**config.mk**
```make
export PLATFORM = sky130hd
export DESIGN_NAME = cdb_arbiter_flat
export DESIGN_NICKNAME = d
export VERILOG_FILES = /design/src/rtl/cdb_pkg.sv /design/src/rtl/cdb_arbiter_if.sv /design/src/rtl/rr_priority_select.sv /design/src/rtl/cdb_arbiter.sv /design/src/flat_wrapper.sv
export SDC_FILE = /design/constraint.sdc
export NUM_CORES = 1
export LEC_CHECK = 0
export CELL_PAD_IN_SITES_DETAIL_PLACEMENT = 0
export CELL_PAD_IN_SITES_GLOBAL_PLACEMENT = 2
export CORE_MARGIN = 1
export CORE_UTILIZATION = 20
export CTS_CLUSTER_DIAMETER = 30
export DETAILED_ROUTE_END_ITERATION = 16
export PLACE_DENSITY = 0.77
export SLEW_MARGIN = 20
export SYNTH_ARGS = -nofsm -noshare
export SYNTH_HDL_FRONTEND = slang
export SYNTH_HIERARCHICAL = 1
export SYNTH_SLANG_ARGS = --single-unit
export TNS_END_PERCENT = 10
```
**constraint.sdc**
```tcl
create_clock -name i_clk -period 2.5 [get_ports i_clk]
set_input_delay 0.5 -clock i_clk [delete_from_list [all_inputs] [get_ports i_clk]]
set_output_delay 0.5 -clock i_clk [all_outputs]
set_load 0.02 [all_outputs]
```
**src/rtl/cdb_pkg.sv**
```systemverilog
// Shared CDB definitions: broadcast packet type, default widths and index helpers.
// The reorder buffer and reservation stations import the same widths.
package cdb_pkg;

    localparam int unsigned CDB_XLEN      = 32;
    localparam int unsigned CDB_TAG_WIDTH = 8;

    typedef struct packed {
        logic                     active;
        logic [CDB_XLEN-1:0]      data;
        logic [CDB_TAG_WIDTH-1:0] tag;
    } cdb_packet_t;

    // (a + b) mod n, valid while a < n and b < n; keeps non-power-of-2 counts in range
    function automatic int unsigned wrap_add(input int unsigned a, input int unsigned b,
                                             input int unsigned n);
        int unsigned s;
        s = a + b;
        return (s >= n) ? s - n : s;
    endfunction

    function automatic int unsigned wrap_inc(input int unsigned a, input int unsigned n);
        return wrap_add(a, 1, n);
    endfunction

endpackage

```
**src/rtl/cdb_arbiter_if.sv**
```systemverilog
// Requester-side handshake and CDB broadcast bundle for the CDB arbiter.
interface cdb_arbiter_if
    import cdb_pkg::*;
#(
    parameter int unsigned N_REQ     = 4,
    parameter int unsigned XLEN      = CDB_XLEN,
    parameter int unsigned TAG_WIDTH = CDB_TAG_WIDTH
) ();

    logic [N_REQ-1:0]                req_valid;
    logic [N_REQ-1:0][XLEN-1:0]      req_data;
    logic [N_REQ-1:0][TAG_WIDTH-1:0] req_tag;
    logic [N_REQ-1:0]                req_ready;
    logic                            flush;
    logic                            cdb_active;
    logic [XLEN-1:0]                 cdb_data;
    logic [TAG_WIDTH-1:0]            cdb_tag;

    modport master (
        output req_valid, req_data, req_tag, flush,
        input  req_ready, cdb_active, cdb_data, cdb_tag
    );

    modport slave (
        input  req_valid, req_data, req_tag, flush,
        output req_ready, cdb_active, cdb_data, cdb_tag
    );

endinterface

```
**src/rtl/rr_priority_select.sv**
```systemverilog
// Round-robin first-one select: rotate requests so i_ptr is position 0, find the
// lowest set bit, then map the offset back to an absolute index.
module rr_priority_select
    import cdb_pkg::*;
#(
    parameter int unsigned N_REQ = 4,
    parameter int unsigned PTR_W = $clog2(N_REQ)
) (
    input  logic [N_REQ-1:0] i_req,
    input  logic [PTR_W-1:0] i_ptr,
    output logic [N_REQ-1:0] o_grant,
    output logic [PTR_W-1:0] o_winner,
    output logic             o_valid
);

    logic [N_REQ-1:0] w_rot;
    logic [PTR_W-1:0] w_off;

    always_comb begin
        w_rot = '0;
        for (int unsigned i = 0; i < N_REQ; i++) begin
            w_rot[i] = i_req[PTR_W'(wrap_add(int'(i_ptr), i, N_REQ))];
        end
    end

    // Descending scan so the lowest set offset is the last one written
    always_comb begin
        w_off = '0;
        for (int i = int'(N_REQ) - 1; i >= 0; i--) begin
            if (w_rot[i]) begin
                w_off = PTR_W'(i);
            end
        end
    end

    always_comb begin
        o_valid  = |w_rot;
        o_winner = PTR_W'(wrap_add(int'(i_ptr), int'(w_off), N_REQ));
        o_grant  = '0;
        if (o_valid) begin
            o_grant[o_winner] = 1'b1;
        end
    end

endmodule

```
**src/rtl/cdb_arbiter.sv**
```systemverilog
// Round-robin arbiter for the common data bus: one registered broadcast per cycle,
// suppressed on flush.
module cdb_arbiter
    import cdb_pkg::*;
#(
    parameter int unsigned N_REQ     = 4,
    parameter int unsigned XLEN      = CDB_XLEN,
    parameter int unsigned TAG_WIDTH = CDB_TAG_WIDTH,
    parameter int unsigned PTR_W     = $clog2(N_REQ)
) (
    input  logic          i_clk,
    input  logic          i_rst_n,
    cdb_arbiter_if.slave  io_bus
);

    logic [N_REQ-1:0] w_grant;
    logic [PTR_W-1:0] w_winner;
    logic             w_any;
    logic             w_xfer;
    logic [PTR_W-1:0] r_ptr;
    logic [PTR_W-1:0] w_ptr_next;
    cdb_packet_t      r_cdb;
    cdb_packet_t      w_cdb_next;

    rr_priority_select #(
        .N_REQ (N_REQ),
        .PTR_W (PTR_W)
    ) u_select (
        .i_req    (io_bus.req_valid),
        .i_ptr    (r_ptr),
        .o_grant  (w_grant),
        .o_winner (w_winner),
        .o_valid  (w_any)
    );

    // Grant never waits on consumers; only flush or reset can withhold it
    assign io_bus.req_ready = (i_rst_n && !io_bus.flush) ? w_grant : '0;
    assign w_xfer           = w_any && i_rst_n && !io_bus.flush;

    always_comb begin
        w_ptr_next        = r_ptr;
        w_cdb_next        = r_cdb;
        w_cdb_next.active = 1'b0;
        if (w_xfer) begin
            w_ptr_next        = PTR_W'(wrap_inc(int'(w_winner), N_REQ));
            w_cdb_next.active = 1'b1;
            w_cdb_next.data   = io_bus.req_data[w_winner];
            w_cdb_next.tag    = io_bus.req_tag[w_winner];
        end
    end

    always_ff @(posedge i_clk or negedge i_rst_n) begin
        if (!i_rst_n) begin
            r_ptr <= '0;
            r_cdb <= '0;
        end else begin
            r_ptr <= w_ptr_next;
            r_cdb <= w_cdb_next;
        end
    end

    assign io_bus.cdb_active = r_cdb.active;
    assign io_bus.cdb_data   = r_cdb.data;
    assign io_bus.cdb_tag    = r_cdb.tag;

endmodule

```
**src/flat_wrapper.sv**
```systemverilog
// flat-port wrapper written by rule: the top's interface ports become plain ports
module cdb_arbiter_flat import cdb_pkg::*;
#(
    parameter int unsigned N_REQ     = 4,
    parameter int unsigned XLEN      = CDB_XLEN,
    parameter int unsigned TAG_WIDTH = CDB_TAG_WIDTH,
    parameter int unsigned PTR_W     = $clog2(N_REQ)
)
  (i_clk, i_rst_n, io_bus_req_valid, io_bus_req_data, io_bus_req_tag, io_bus_flush, io_bus_req_ready, io_bus_cdb_active, io_bus_cdb_data, io_bus_cdb_tag);
  cdb_arbiter_if #(.N_REQ(N_REQ), .XLEN(XLEN), .TAG_WIDTH(TAG_WIDTH)) io_bus_i ();
  input  logic i_clk;
  input  logic i_rst_n;
  input wire logic [$bits(io_bus_i.req_valid)-1:0] io_bus_req_valid;
  input wire logic [$bits(io_bus_i.req_data)-1:0] io_bus_req_data;
  input wire logic [$bits(io_bus_i.req_tag)-1:0] io_bus_req_tag;
  input wire logic [$bits(io_bus_i.flush)-1:0] io_bus_flush;
  output wire logic [$bits(io_bus_i.req_ready)-1:0] io_bus_req_ready;
  output wire logic [$bits(io_bus_i.cdb_active)-1:0] io_bus_cdb_active;
  output wire logic [$bits(io_bus_i.cdb_data)-1:0] io_bus_cdb_data;
  output wire logic [$bits(io_bus_i.cdb_tag)-1:0] io_bus_cdb_tag;
  assign io_bus_i.req_valid = io_bus_req_valid;
  assign io_bus_i.req_data = io_bus_req_data;
  assign io_bus_i.req_tag = io_bus_req_tag;
  assign io_bus_i.flush = io_bus_flush;
  assign io_bus_req_ready = io_bus_i.req_ready;
  assign io_bus_cdb_active = io_bus_i.cdb_active;
  assign io_bus_cdb_data = io_bus_i.cdb_data;
  assign io_bus_cdb_tag = io_bus_i.cdb_tag;
  cdb_arbiter #(.N_REQ(N_REQ), .XLEN(XLEN), .TAG_WIDTH(TAG_WIDTH), .PTR_W(PTR_W)) u_core (.i_clk(i_clk), .i_rst_n(i_rst_n), .io_bus(io_bus_i));
endmodule
```
## Word-level counts from Yosys, hierarchy flattened

Index checks and enable logic that the tools add are counted.

- Register bits: 43
- Latch bits: 0
- Bits in writable memories: 0
- ROM bits: 0
- Input port bits: 167
- Output and inout port bits: 45
- Word-level logic and storage cells: 60
- Memories: 0

- Add/subtract/negate cells: 11
- Multipliers: 0
- Div/mod/pow operators: 0
- Order comparisons: 12
- Equality and inequality tests: 0
- Shift-type cells: 0
- Muxes and demuxes: 27
- Bitwise logic cells: 0
- Reduce and logical (&&, ||, !) cells: 6

Operators by type and width:

| kind | count |
|---|---|
| $bmux 32 s2 | 1 |
| $mux 41 | 1 |
| $mux 32 | 1 |
| $mux 2 | 10 |
| $bmux 8 s2 | 1 |
| $ge 3x3->1 const B | 5 |
| $lt 2x3->1 const B | 5 |
| $sub 2x1->2 const B | 6 |
| $bmux 1 s2 | 4 |
| $mux 4 | 2 |
| $mux 8 | 1 |
| $add 2x1->3 const B | 2 |
| $add 2x2->3 const B | 2 |
| $mux 1 | 5 |
| $logic_and 1x1->1 | 4 |
| $reduce_or 4->1 | 1 |
| $add 2x2->3 | 1 |
| $ge 2x3->1 const B | 1 |
| $demux 1 s2 | 1 |
| $ge 2x1->1 const B | 1 |
| $logic_not 1->1 | 1 |

## Depth between registers and ports, before layout

Gate-level depths: netlist of the first run.

- Word-level depth: 18
- Gate-level depth with buffers: 12
- Mapped depth without buffers: 9

## Hierarchy

Netlist of the first run, hierarchy kept.

By module, submodules not included:

| module | times used | cells each | area each (um^2) | sequential area each (um^2) |
|---|---|---|---|---|
| cdb_arbiter | 1 | 148 | 2,793.9 | 1,076.0 |
| rr_priority_select | 1 | 37 | 290.3 | 0.0 |

## Worst setup path after synthesis of the first run

No wires, ideal clock.

- Path type: in2reg
- Start: in io_bus_req_valid[0]
- End: reg u_core.r_cdb (netlist bit u_core/io_bus.cdb_data[10])
- Library setup time: 0.125 ns
- Arrival: 2.572 ns
- Data required time: 2.375 ns
- Setup slack: -0.197 ns
- Cell stages on the path: 12
- Buffers on the path: 3
- Cell sequence: buf_6 > nor2_1 > a2bb2oi_1 > o211ai_1 > o21a_1 > ha_1 > xnor2_1 > xnor2_1 > clkbuf_1 > buf_2 > mux4_2 > mux2_4

- Cells in the longest elaborated chain, start to end: 11
- Elaborated cells on any way between the ends: 21
- Classes of those cells: 2 x add/sub; 1 x order compare; 15 x mux; 3 x reduce/logical

RTL lines:

| what | RTL line | RTL |
|---|---|---|
| start, declared | flat_wrapper.sv:13 | `input wire logic [$bits(io_bus_i.req_valid)-1:0] io_bus_req_valid;` |
| $bmux 1 s2 | rr_priority_select.sv:22 | `w_rot[i] = i_req[PTR_W'(wrap_add(int'(i_ptr), i, N_REQ))];` |
| $mux 1 (implied by the code) | rr_priority_select.sv:22 |  |
| $mux 2 (3 in series) | rr_priority_select.sv:30 | `if (w_rot[i]) begin` |
| $mux 2 * | rr_priority_select.sv:30 |  |
| $add 2x2->3 * | cdb_pkg.sv:18 | `s = a + b;` |
| $ge 3x3->1 / $sub 2x1->2 (equally long branches) | cdb_pkg.sv:19 | `return (s >= n) ? s - n : s;` |
| $mux 2 * | cdb_pkg.sv:19 |  |
| net u_core.w_winner[1] | cdb_arbiter.sv:17 | `logic [PTR_W-1:0] w_winner;` |
| $bmux 32 s2 * | cdb_arbiter.sv:47 | `w_cdb_next.data = io_bus.req_data[w_winner];` |
| $mux 32 (implied by the code) * | cdb_arbiter.sv:47 |  |
| end signal, assigned | cdb_arbiter.sv:58 | `r_cdb <= w_cdb_next;` |
| end, declared | cdb_arbiter.sv:22 | `cdb_packet_t r_cdb;` |

Mark *: on every way through the listed nets, which the timed path passes. The rest lies on a longest branch. The select of a mux whose other input is x is not followed.
A chain may end at the register's enable or synchronous reset.

## Worst setup path in the final report of the first run

- Start: reg u_core.r_ptr[1]
- End: reg u_core.r_cdb (netlist bit u_core/io_bus.cdb_tag[4])

- Cells in the longest elaborated chain, start to end: 14
- Elaborated cells on any way between the ends: 36
- Classes of those cells: 9 x add/sub; 5 x order compare; 19 x mux; 3 x reduce/logical

RTL lines:

| what | RTL line | RTL |
|---|---|---|
| start, declared | cdb_arbiter.sv:20 | `logic [PTR_W-1:0] r_ptr;` |
| start signal, assigned | cdb_arbiter.sv:57 | `r_ptr <= w_ptr_next;` |
| $add 2x2->3 | cdb_pkg.sv:18 |  |
| $ge 3x3->1 / $sub 2x1->2 (equally long branches) | cdb_pkg.sv:19 |  |
| $mux 2 | cdb_pkg.sv:19 |  |
| $bmux 1 s2 | rr_priority_select.sv:22 |  |
| $mux 1 (implied by the code) | rr_priority_select.sv:22 |  |
| $mux 2 (4 in series) | rr_priority_select.sv:30 |  |
| $add 2x2->3 * | cdb_pkg.sv:18 |  |
| $ge 3x3->1 / $sub 2x1->2 (equally long branches) | cdb_pkg.sv:19 |  |
| $mux 2 * | cdb_pkg.sv:19 |  |
| net u_core.w_winner[1] | cdb_arbiter.sv:17 |  |
| $bmux 8 s2 * | cdb_arbiter.sv:48 | `w_cdb_next.tag = io_bus.req_tag[w_winner];` |
| $mux 8 (implied by the code) * | cdb_arbiter.sv:48 |  |

Marks and branches as above.

==> results.yml, run 1 <==
yosys:
  synthSimpleGateAreaFrac_pct: 4.02
  synth_area_leader_cell: "dfrtp_1"
  synth_most_common_cell: "dfrtp_1"
  synth_xor_area_share_pct: 1.14
  yosys_warnings: 6
  synth_seq_cells: 43
  synth_compound_area_share_pct: 2.92
  muxShareOfSynthArea_pct: 51.2
  synth_flop_cell: "dfrtp_1"
  synth_top_area_share_pct: 34.9
  synth_top_family_by_area: "multiplexers"
  netlist_area_sq_mm: 0.00308
  synth_edf_count: 0
  synth_common_cells: "43 x dfrtp_1, 39 x mux2_4, 38 x mux4_2"
  synthArstFlopShare_pct: 100
  synth_fa_ha_area_share_pct: 0.406
  ys_top_cells_by_area: "dfrtp_1 35%, mux4_2 28%, mux2_4 19%"
  syn_inst: 185
  ys_seq_area_share_pct: 34.9
  syn-num-nets: 353
  avgSynthCellArea_sq_um: 16.7
  synth_cell_type_count: 32
global_route:
  grt.total_usage_pct: 13.2
  grt_pass1_vias: 2950
  grt_pass1_wl_um: 16100
  grt_max_degree: 45
  antenna_found_initial: 0
  grt_overflow: 0
power:
  irDropWorstVdd_v: 0.00129
  powerDensity_mw_per_mm2: 1390
  fin_total_pwr_uw: 8060
  p_leak_uw: 0.00227
cells_and_area:
  diodes: 0
  final_cell_count_no_fill: 597
  fillers: 1426
  drive_gt1_share_pct: 33.7
  fin_util_pct: 38.3
  syn_to_final_growth_pct: 88.0
  nets: 577
sta:
  finalHoldViolCount: 0
  tightest_slew_ps: 611
  slew_viol_final: 0
  rsz0062_at_grt: "true"
  finalCritPeriodShare_pct: 105
  max_slew_margin_pct: 59.2
  max_freq_ghz: 0.380
  hold_ws_ps: 338
  setup_viol: 44
  period_needed_ps: 2630
  clock_skew_ps: 5.09
  fin_ws_ps: -128
worst_setup_path:
  cp_num_buf_inv: 4
  critical_path_required_ps: 2670
  path_class: "flip-flop to flip-flop"
  endpoint_kind: "flip-flop"
  cpPeakStageDelay_ps: 450
  cp_top_family: "buffers and inverters"
  cpMaxStageDelayCell: "dfrtp_2"
  critPathMaxFanout: 9
  cp-start-kind: "flip-flop"
  crit_chain: "buf_4, and2b_1, a32oi_4, o22ai_4, buf_4, xnor2_4, buf_12, buf_8, mux4_2, mux2_4"
  r2r_slack_ps: -130
  critical_path_arrival_ps: 2800
  crit_top_cell: "buf_4"
clocking:
  clock_sinks: 43
  numCtsBuffers: 5
  cts-root-buf: "clkbuf_16"
  cts_tree: "built"
  clkTransAtPathRegs_ps: 60
  cts_max_level: 2
  cts_hold_buffers: 0
  cts_buffer_depth: 2
  clk_latency_ps: 290
place:
  place.gp.congestion: 0.751
  placedCellCount: 585
  port_buffers: 211
  dpl.hpwl_um: 7540
  dp_slack_ps: -976
route:
  firstDrtPassIters: 4
  drc_errors: 0
  vias_per_cell: 4.33
  ant_nets: 0
  avgRoutedWirePerCell_um: 17.3
  drt-initial-drc-count: 42
  vias: 2587
  drt_wl_total_um: 10300
floorplanning:
  io_pins: 212
  dieHeight_um: 126
  die_area_sq_mm: 0.0159
  start_util_pct: 20.4
  rows: 45
  die_x_um: 126
  core_sq_mm: 0.0151
outcome:
  status: "complete, but fails checks"
  violations: "setup timing"
flow_run:
  cap_violations: 0
worst_hold_path:
  hold_path_class: "input pin to async pin"
## layer usage
metal	wire length, um	vias up	track usage [%]	part of all wire [%]
li1	-	1189	-	-
met4	124	0	3.76	1.2
met2	5400	96	24.3	52
met5	0	-	0	0
met3	619	9	2.89	6.0
met1	4170	1293	15.3	40
## kinds of logic (layout without fill, tap and decap cells)
kind of cell	after synthesis	after routing
buffers and inverters	19	243
AND/OR/NAND/NOR	23	23
multiplexers	87	87
XOR/XNOR	4	4
adder cells (fa/ha/maj)	1	1
AO/OA/AOI/OAI	8	8
flip-flops	43	43
## report_power, final
part / switching (uW) / internal, uW
clock: 273 / 391
combinational: 2440 / 3690
sequential: 204 / 1060
total: 2920 / 5150
## timing repair
action                     in CTS  in global routing
resized for setup              58                  7
pin swaps                      10                  4
gates cloned                    3                  0
buffers inserted                2                  0
setup endpoints to repair      45                 44
## per-stage QoR
stage	area, sq um	setup TNS (ps)
2_1_floorplan	3130	-1500
3_3_place_gp	5460	-34420
3_5_place_dp	5460	-36430
4_1_cts	5790	-4160
5_1_grt	5800	-9760
6_report	5800	-4140
## sequential cells by signal, summed over array words and instances, names as in the netlist
register	cells
u_core/io_bus.cdb_tag	8
u_core/io_bus.cdb_active	1
u_core/r_ptr	2
u_core/io_bus.cdb_data	32
## layout by cell type (no fill, tap or decap), drive strengths merged, types with 2 or more instances in the layout
| master | netlist | final |
|---|---|---|
| xnor2 | 2 | 2 |
| nor2 | 3 | 3 |
| a21oi | 2 | 2 |
| nor2b | 3 | 3 |
| buf | 16 | 30 |
| inv | 2 | 2 |
| xor2 | 2 | 2 |
| dfrtp | 43 | 43 |
| nand2 | 7 | 7 |
| clkbuf | 1 | 7 |
| clkdlybuf4s50 | 0 | 202 |
| and2 | 4 | 4 |
| mux2i | 5 | 5 |
| mux2 | 42 | 42 |
| mux4 | 40 | 40 |
## final cells by class
| cell class | instances | area [sq um] | share of cell area, % |
|---|---|---|---|
| Multi-Input combinational cell | 123 | 1950 | 33.6 |
| Tap cell | 188 | 235 | 4.06 |
| Timing Repair Buffer | 234 | 2380 | 41.1 |
| Inverter | 2 | 7.51 | 0.129 |
| Sequential cell | 43 | 1080 | 18.6 |
| Clock inverter | 1 | 5.00 | 0.0863 |
| Clock buffer | 6 | 139 | 2.40 |
## worst paths after layout
path / cells after the start / to / start
worst max-delay path: 10 / u_core/io_bus.cdb_tag[4] / u_core/r_ptr[1]
worst min-delay path: 2 / u_core/io_bus.cdb_tag[7] / i_rst_n
worst max register to register: 10 / u_core/io_bus.cdb_tag[4] / u_core/r_ptr[1]
worst min register to register: 1 / u_core/io_bus.cdb_data[13] / u_core/io_bus.cdb_data[13]
max in group asynchronous: 2 / u_core/r_ptr[1] / i_rst_n
min in group i_clk: 1 / u_core/io_bus.cdb_data[13] / u_core/io_bus.cdb_data[13]
## worst reg2reg max path: stages, from the launching register on
cell	delay [ps]
dfrtp_2	450
buf_4	200
and2b_1	210
a32oi_4	260
o22ai_4	130
buf_4	170
xnor2_4	200
buf_12	160
buf_8	140
mux4_2	310
mux2_4	270
No activity file was read; power rests on OpenSTA's default activity.
==> inputs of run 2 (changes only) <==
--- a/config.mk
+++ b/config.mk
@@ -8,10 +8,11 @@
 export CELL_PAD_IN_SITES_DETAIL_PLACEMENT = 0
 export CELL_PAD_IN_SITES_GLOBAL_PLACEMENT = 2
 export CORE_MARGIN = 1
-export CORE_UTILIZATION = 20
+export CORE_UTILIZATION = 35
 export CTS_CLUSTER_DIAMETER = 30
 export DETAILED_ROUTE_END_ITERATION = 16
-export PLACE_DENSITY = 0.77
+export DONT_BUFFER_PORTS = 1
+export PLACE_DENSITY = 0.74
 export SLEW_MARGIN = 20
 export SYNTH_ARGS = -nofsm -noshare
 export SYNTH_HDL_FRONTEND = slang
==> results.yml, run 2 (synthesis results as in run 1) <==
outcome:
  status: "complete, but fails checks"
  violations: "setup timing"
place:
  placedCellCount: 284
  port_buffers: 0
  placed_area_sq_mm: 0.00322
  dpl.hpwl_um: 4840
  dp_slack_ps: -101
  place.gp.congestion: 0.674
clocking:
  cts_tree: "built"
  cts-root-buf: "clkbuf_8"
  clk_latency_ps: 290
  clkTransAtPathRegs_ps: 80
  cts_max_level: 2
  numCtsBuffers: 5
  cts_buffer_depth: 2
  clock_sinks: 43
cells_and_area:
  diodes: 0
  drive_gt1_share_pct: 64.4
  fillers: 738
  postLayoutCellArea_sq_mm: 0.00343
  syn_to_final_growth_pct: 11.4
  final_cell_mix: "42 x dfrtp_1, 39 x mux4_2, 39 x mux2_4"
  largest_reg_flops: 32
  nets: 358
  final_cell_count_no_fill: 296
  final_common_cell: "dfrtp_1"
  ff_latch_area_sq_mm: 0.00108
  multi_input_area_sq_mm: 0.00192
route:
  drt_wl_total_um: 6410
  drc_errors: 0
  avgRoutedWirePerCell_um: 21.7
  firstDrtPassIters: 4
  vias: 1674
  drt-initial-drc-count: 28
  ant_nets: 0
  vias_per_cell: 5.66
sta:
  fin_ws_ps: -104
  clock_skew_ps: 4.78
  max_slew_margin_pct: 78.7
  slew_viol_final: 0
  tightest_slew_ps: 319
  rsz0062_at_grt: "true"
  finalCritPeriodShare_pct: 104
  finalHoldViolCount: 0
  max_freq_ghz: 0.384
  period_needed_ps: 2600
  setup_viol: 4
power:
  irDropWorstVdd_v: 0.00133
  powerDensity_mw_per_mm2: 1850
  p_int_uw: 3900
  p_leak_uw: 0.00136
  switchingPower_uw: 2450
  switching_share_pct: 38.6
  seqPwrFrac_pct: 27.8
  p_comb_share_pct: 65.6
  clkPwrFrac_pct: 6.7
worst_setup_path:
  critPathMaxFanout: 6
  timing.rr.end: "u_core/io_bus.cdb_data[1]"
  reg2reg_depth: 9
  crit-reg2reg-launch: "u_core/r_ptr[1]"
  critical_path_required_ps: 2000
  cp-start-kind: "flip-flop"
  endpoint_kind: "output pin"
  r2r_slack_ps: 70
  path_class: "flip-flop to output pin"
  critical_path_arrival_ps: 2100
global_route:
  grt_overflow: 0
  grt_max_degree: 44
  grt.total_usage_pct: 12.9
  grt_pass1_wl_um: 8970
  antenna_found_initial: 0
  grt_pass1_vias: 1774
floorplanning:
  rows: 33
  io_pins: 212
  die_area_sq_mm: 0.00919
  die_x_um: 95.9
  dieHeight_um: 95.9
  core_sq_mm: 0.00838
  start_util_pct: 36.8
worst_hold_path:
  hold_path_class: "input pin to async pin"
flow_run:
  cap_violations: 0
## run 2: changes by cell type in the layout (fill, tap and decap cells not counted), sizes merged
| cell | previous run | this run |
|---|---|---|
| clkbuf | 7 | 5 |
| clkdlybuf4s15 | 1 | 0 |
| clkinv | 1 | 3 |
| buf | 30 | 15 |
| clkdlybuf4s50 | 202 | 0 |
## run 2: area by class of cell
cell class / count / area share (%)
Tap cell: 105 / 3.83
Sequential cell: 43 / 31.4
Timing Repair Buffer: 15 / 6.12
Clock inverter: 3 / 0.437
Clock buffer: 5 / 2.00
Multi-Input combinational cell: 123 / 56.0
Inverter: 2 / 0.219
## run 2: how the worst max path moves through the flow
stage	startpoint	cells past startpoint	endpoint
2_1_floorplan	io_bus_req_valid[0]	12	u_core/io_bus.cdb_data[10]
3_3_place_gp	io_bus_req_valid[3]	10	io_bus_req_ready[0]
3_5_place_dp	io_bus_req_valid[3]	8	u_core/io_bus.cdb_data[17]
4_1_cts	u_core/r_ptr[1]	10	io_bus_req_ready[0]
5_1_grt	u_core/r_ptr[1]	10	io_bus_req_ready[0]
6_report	u_core/r_ptr[1]	10	io_bus_req_ready[0]
## run 2: critical path, cell delays in order (launching register included)
cell and delay [ps]:
dfrtp_2 450, nor2_2 110, nand2_1 70, o211ai_1 100, o21a_1 200, ha_4 180
buf_6 120, xor2_4 170, nand2_2 70, mux2i_1 150, and2_4 200
## run 2: power groups by stage
stage | Combinational (uW) | Clock (uW) | Sequential (uW)
3_5_place_dp | 3940 | 0 | 1790
4_1_cts | 4200 | 451 | 1780
5_1_grt | 4500 | 482 | 1820
3_3_place_gp | 3890 | 0 | 1790
2_1_floorplan | 3660 | 0 | 1670
6_report | 4170 | 424 | 1770
## run 2: layer usage
metal  vias up  track usage (%)  share of wire, %
met1       836             13.7                36
met2       100             23.8                52
met4         0             4.10              0.81
met3         4             4.58                11
li1        734                -                 -
met5         -                0                 0
## run 2: timing repair
| item | CTS | global route |
|---|---|---|
| pin swaps | 5 | 0 |
| setup buffers | 3 | 0 |
| hold endpoints to repair | 43 | 0 |
| hold buffers | 1 | 0 |
| gates resized for setup | 21 | 4 |
| endpoints found under the setup margin | 8 | 44 |
## run 2: per-stage QoR
stage	total power [uW]	hold slack, ps	TNS [ps]	util [%]
floorplan	5330	204	-1500	-
detailed placement	5720	205	-2470	38.4
global placement	5680	205	-1550	38.4
global route	6800	48.1	-2070	41.0
CTS	6430	43.6	-384	40.8
finish	6360	46.8	-333	41.0
==> inputs of run 3 (changes only) <==
--- a/config.mk
+++ b/config.mk
@@ -12,6 +12,7 @@
 export CTS_CLUSTER_DIAMETER = 30
 export DETAILED_ROUTE_END_ITERATION = 16
 export DONT_BUFFER_PORTS = 1
+export GPL_TIMING_DRIVEN = 0
 export PLACE_DENSITY = 0.74
 export SLEW_MARGIN = 20
 export SYNTH_ARGS = -nofsm -noshare
==> results.yml, run 3 (synthesis results as in run 1) <==
floorplanning:
  core_sq_mm: 0.00838
  io_pins: 212
  dieHeight_um: 95.9
  die_area_sq_mm: 0.00919
  start_util_pct: 36.8
  die_x_um: 95.9
  rows: 33
worst_setup_path:
  cp_top_family: "simple AND/OR/NAND/NOR gates"
  cp-start-kind: "flip-flop"
  endpoint_kind: "output pin"
  crit_chain: "buf_6, nand2_2, a21oi_2, o2bb2ai_1, o21a_1, ha_4, nor2b_4, nand2_2, mux2i_1, and2_4"
  critical_path_arrival_ps: 2030
  critPathMaxFanout: 5
  cp_num_buf_inv: 1
  crit-reg2reg-launch: "u_core/r_ptr[1]"
  cpPeakStageDelay_ps: 360
  path_class: "flip-flop to output pin"
  crit_top_cell: "nand2_2"
  critical_path_required_ps: 2000
  startpoint: "u_core/r_ptr[1]"
  cpMaxStageDelayCell: "dfrtp_1"
sta:
  finalHoldViolCount: 0
  slew_viol_final: 0
  max_slew_margin_pct: 40.7
  setup_tns_ps: -162
  hold_ws_ps: 36.5
  finalCritPeriodShare_pct: 101
  max_freq_ghz: 0.396
  setup_viol: 13
  period_needed_ps: 2530
  rsz0062_at_grt: "true"
  tightest_slew_ps: 882
  clock_skew_ps: 2.59
  fin_ws_ps: -28.0
flow_run:
  cap_violations: 0
clocking:
  cts-root-buf: "clkbuf_8"
  cts_buffer_depth: 2
  clock_sinks: 43
  clkTransAtPathRegs_ps: 80
  cts_tree: "built"
  cts_max_level: 2
  clk_latency_ps: 290
  numCtsBuffers: 5
cells_and_area:
  fillers: 753
  ff_latch_area_sq_mm: 0.00108
  largest_reg_flops: 32
  nets: 367
  drive_gt1_share_pct: 66.0
  diodes: 0
  syn_to_final_growth_pct: 15.5
  multi_input_area_sq_mm: 0.00194
  final_common_cell: "dfrtp_1"
  final_cell_mix: "43 x dfrtp_1, 39 x mux2_4, 38 x mux4_2"
place:
  port_buffers: 0
  dp_slack_ps: -282
  place.gp.congestion: 0.679
  dpl.hpwl_um: 5240
global_route:
  grt_overflow: 0
  grt_pass1_vias: 1820
  grt.total_usage_pct: 14.2
  antenna_found_initial: 1
  grt_use_met3_pct: 3.87
  use_met1_pct: 17.3
  grt_busiest_layer: "met2"
  grt_max_degree: 44
  grt_pass1_wl_um: 9670
  gr-usage-met2_pct: 24.5
route:
  drc_errors: 0
  firstDrtPassIters: 4
  avgRoutedWirePerCell_um: 22.6
  ant_nets: 0
  vias: 1745
  drt-initial-drc-count: 35
  vias_per_cell: 5.72
  drt_wl_total_um: 6910
worst_hold_path:
  hold_path_class: "input pin to async pin"
outcome:
  status: "complete, but fails checks"
  violations: "setup timing"
power:
  p_leak_uw: 0.00143
  powerDensity_mw_per_mm2: 1920
  irDropWorstVdd_v: 0.00119
-- run 3: cell types whose count changed in the layout (fill, tap and decap cells not counted), moves of 2 or more --
cell / previous run / this run
buf_2: 0 / 4
buf_4: 5 / 8
buf_6: 4 / 6
bufinv_16: 0 / 2
clkinv_2: 3 / 0
nand2_1: 4 / 2
nand2_2: 3 / 5
-- run 3: cell type report --
type / count / area share, %
inverter: 2 / 0.211
clock inverter: 2 / 1.69
sequential: 43 / 30.2
clock buffer: 6 / 2.04
multi-input combinational: 123 / 54.6
buffer: 17 / 5.55
tap: 105 / 3.69
timing repair buffer: 7 / 2.04
-- run 3: timing repair --
| action | CTS | global route |
|---|---|---|
| pin swaps | 11 | 4 |
| gates resized for setup | 22 | 5 |
| endpoints found under the setup margin | 44 | 44 |
| setup buffers | 6 | 0 |
| hold buffers | 1 | 0 |
| hold endpoints to repair | 43 | 0 |
| cloned | 0 | 0 |
-- run 3: final timing paths --
kind	cells after the start	slack [ps]	to
min reg2reg	1	540	u_core/r_ptr[1]
max	10	-30	io_bus_req_ready[3]
min in group i_clk	1	540	u_core/r_ptr[1]
min	1	40	u_core/io_bus.cdb_tag[3]
max reg2reg	12	-20	u_core/io_bus.cdb_data[1]
max in group asynchronous	1	2260	u_core/io_bus.cdb_data[8]
-- run 3: per-layer routing --
metal	share of wire, %	vias up
met5	0	-
met4	0.85	0
met3	9.7	5
met2	50	102
met1	39	882
li1	-	756
-- run 3: where the power goes --
group          internal [uW]  switching, uW  leakage [uW]  total (uW)
combinational           2780           1650      0.000859        4430
clock                    399            239     0.0000654         639
sequential              1060            698      0.000507        1760
-- run 3: stage by stage --
step / instance area, sq um / cells / utilization [%] / power (uW)
after global routing: 3560 / 305 / 42.5 / 7290
after detailed placement: 3260 / 290 / 38.9 / 5970
after floorplan: 3130 / 185 / - / 5330
after global placement: 3260 / 290 / 38.9 / 5920
after CTS: 3540 / 305 / 42.2 / 6890
final: 3560 / 305 / 42.5 / 6830
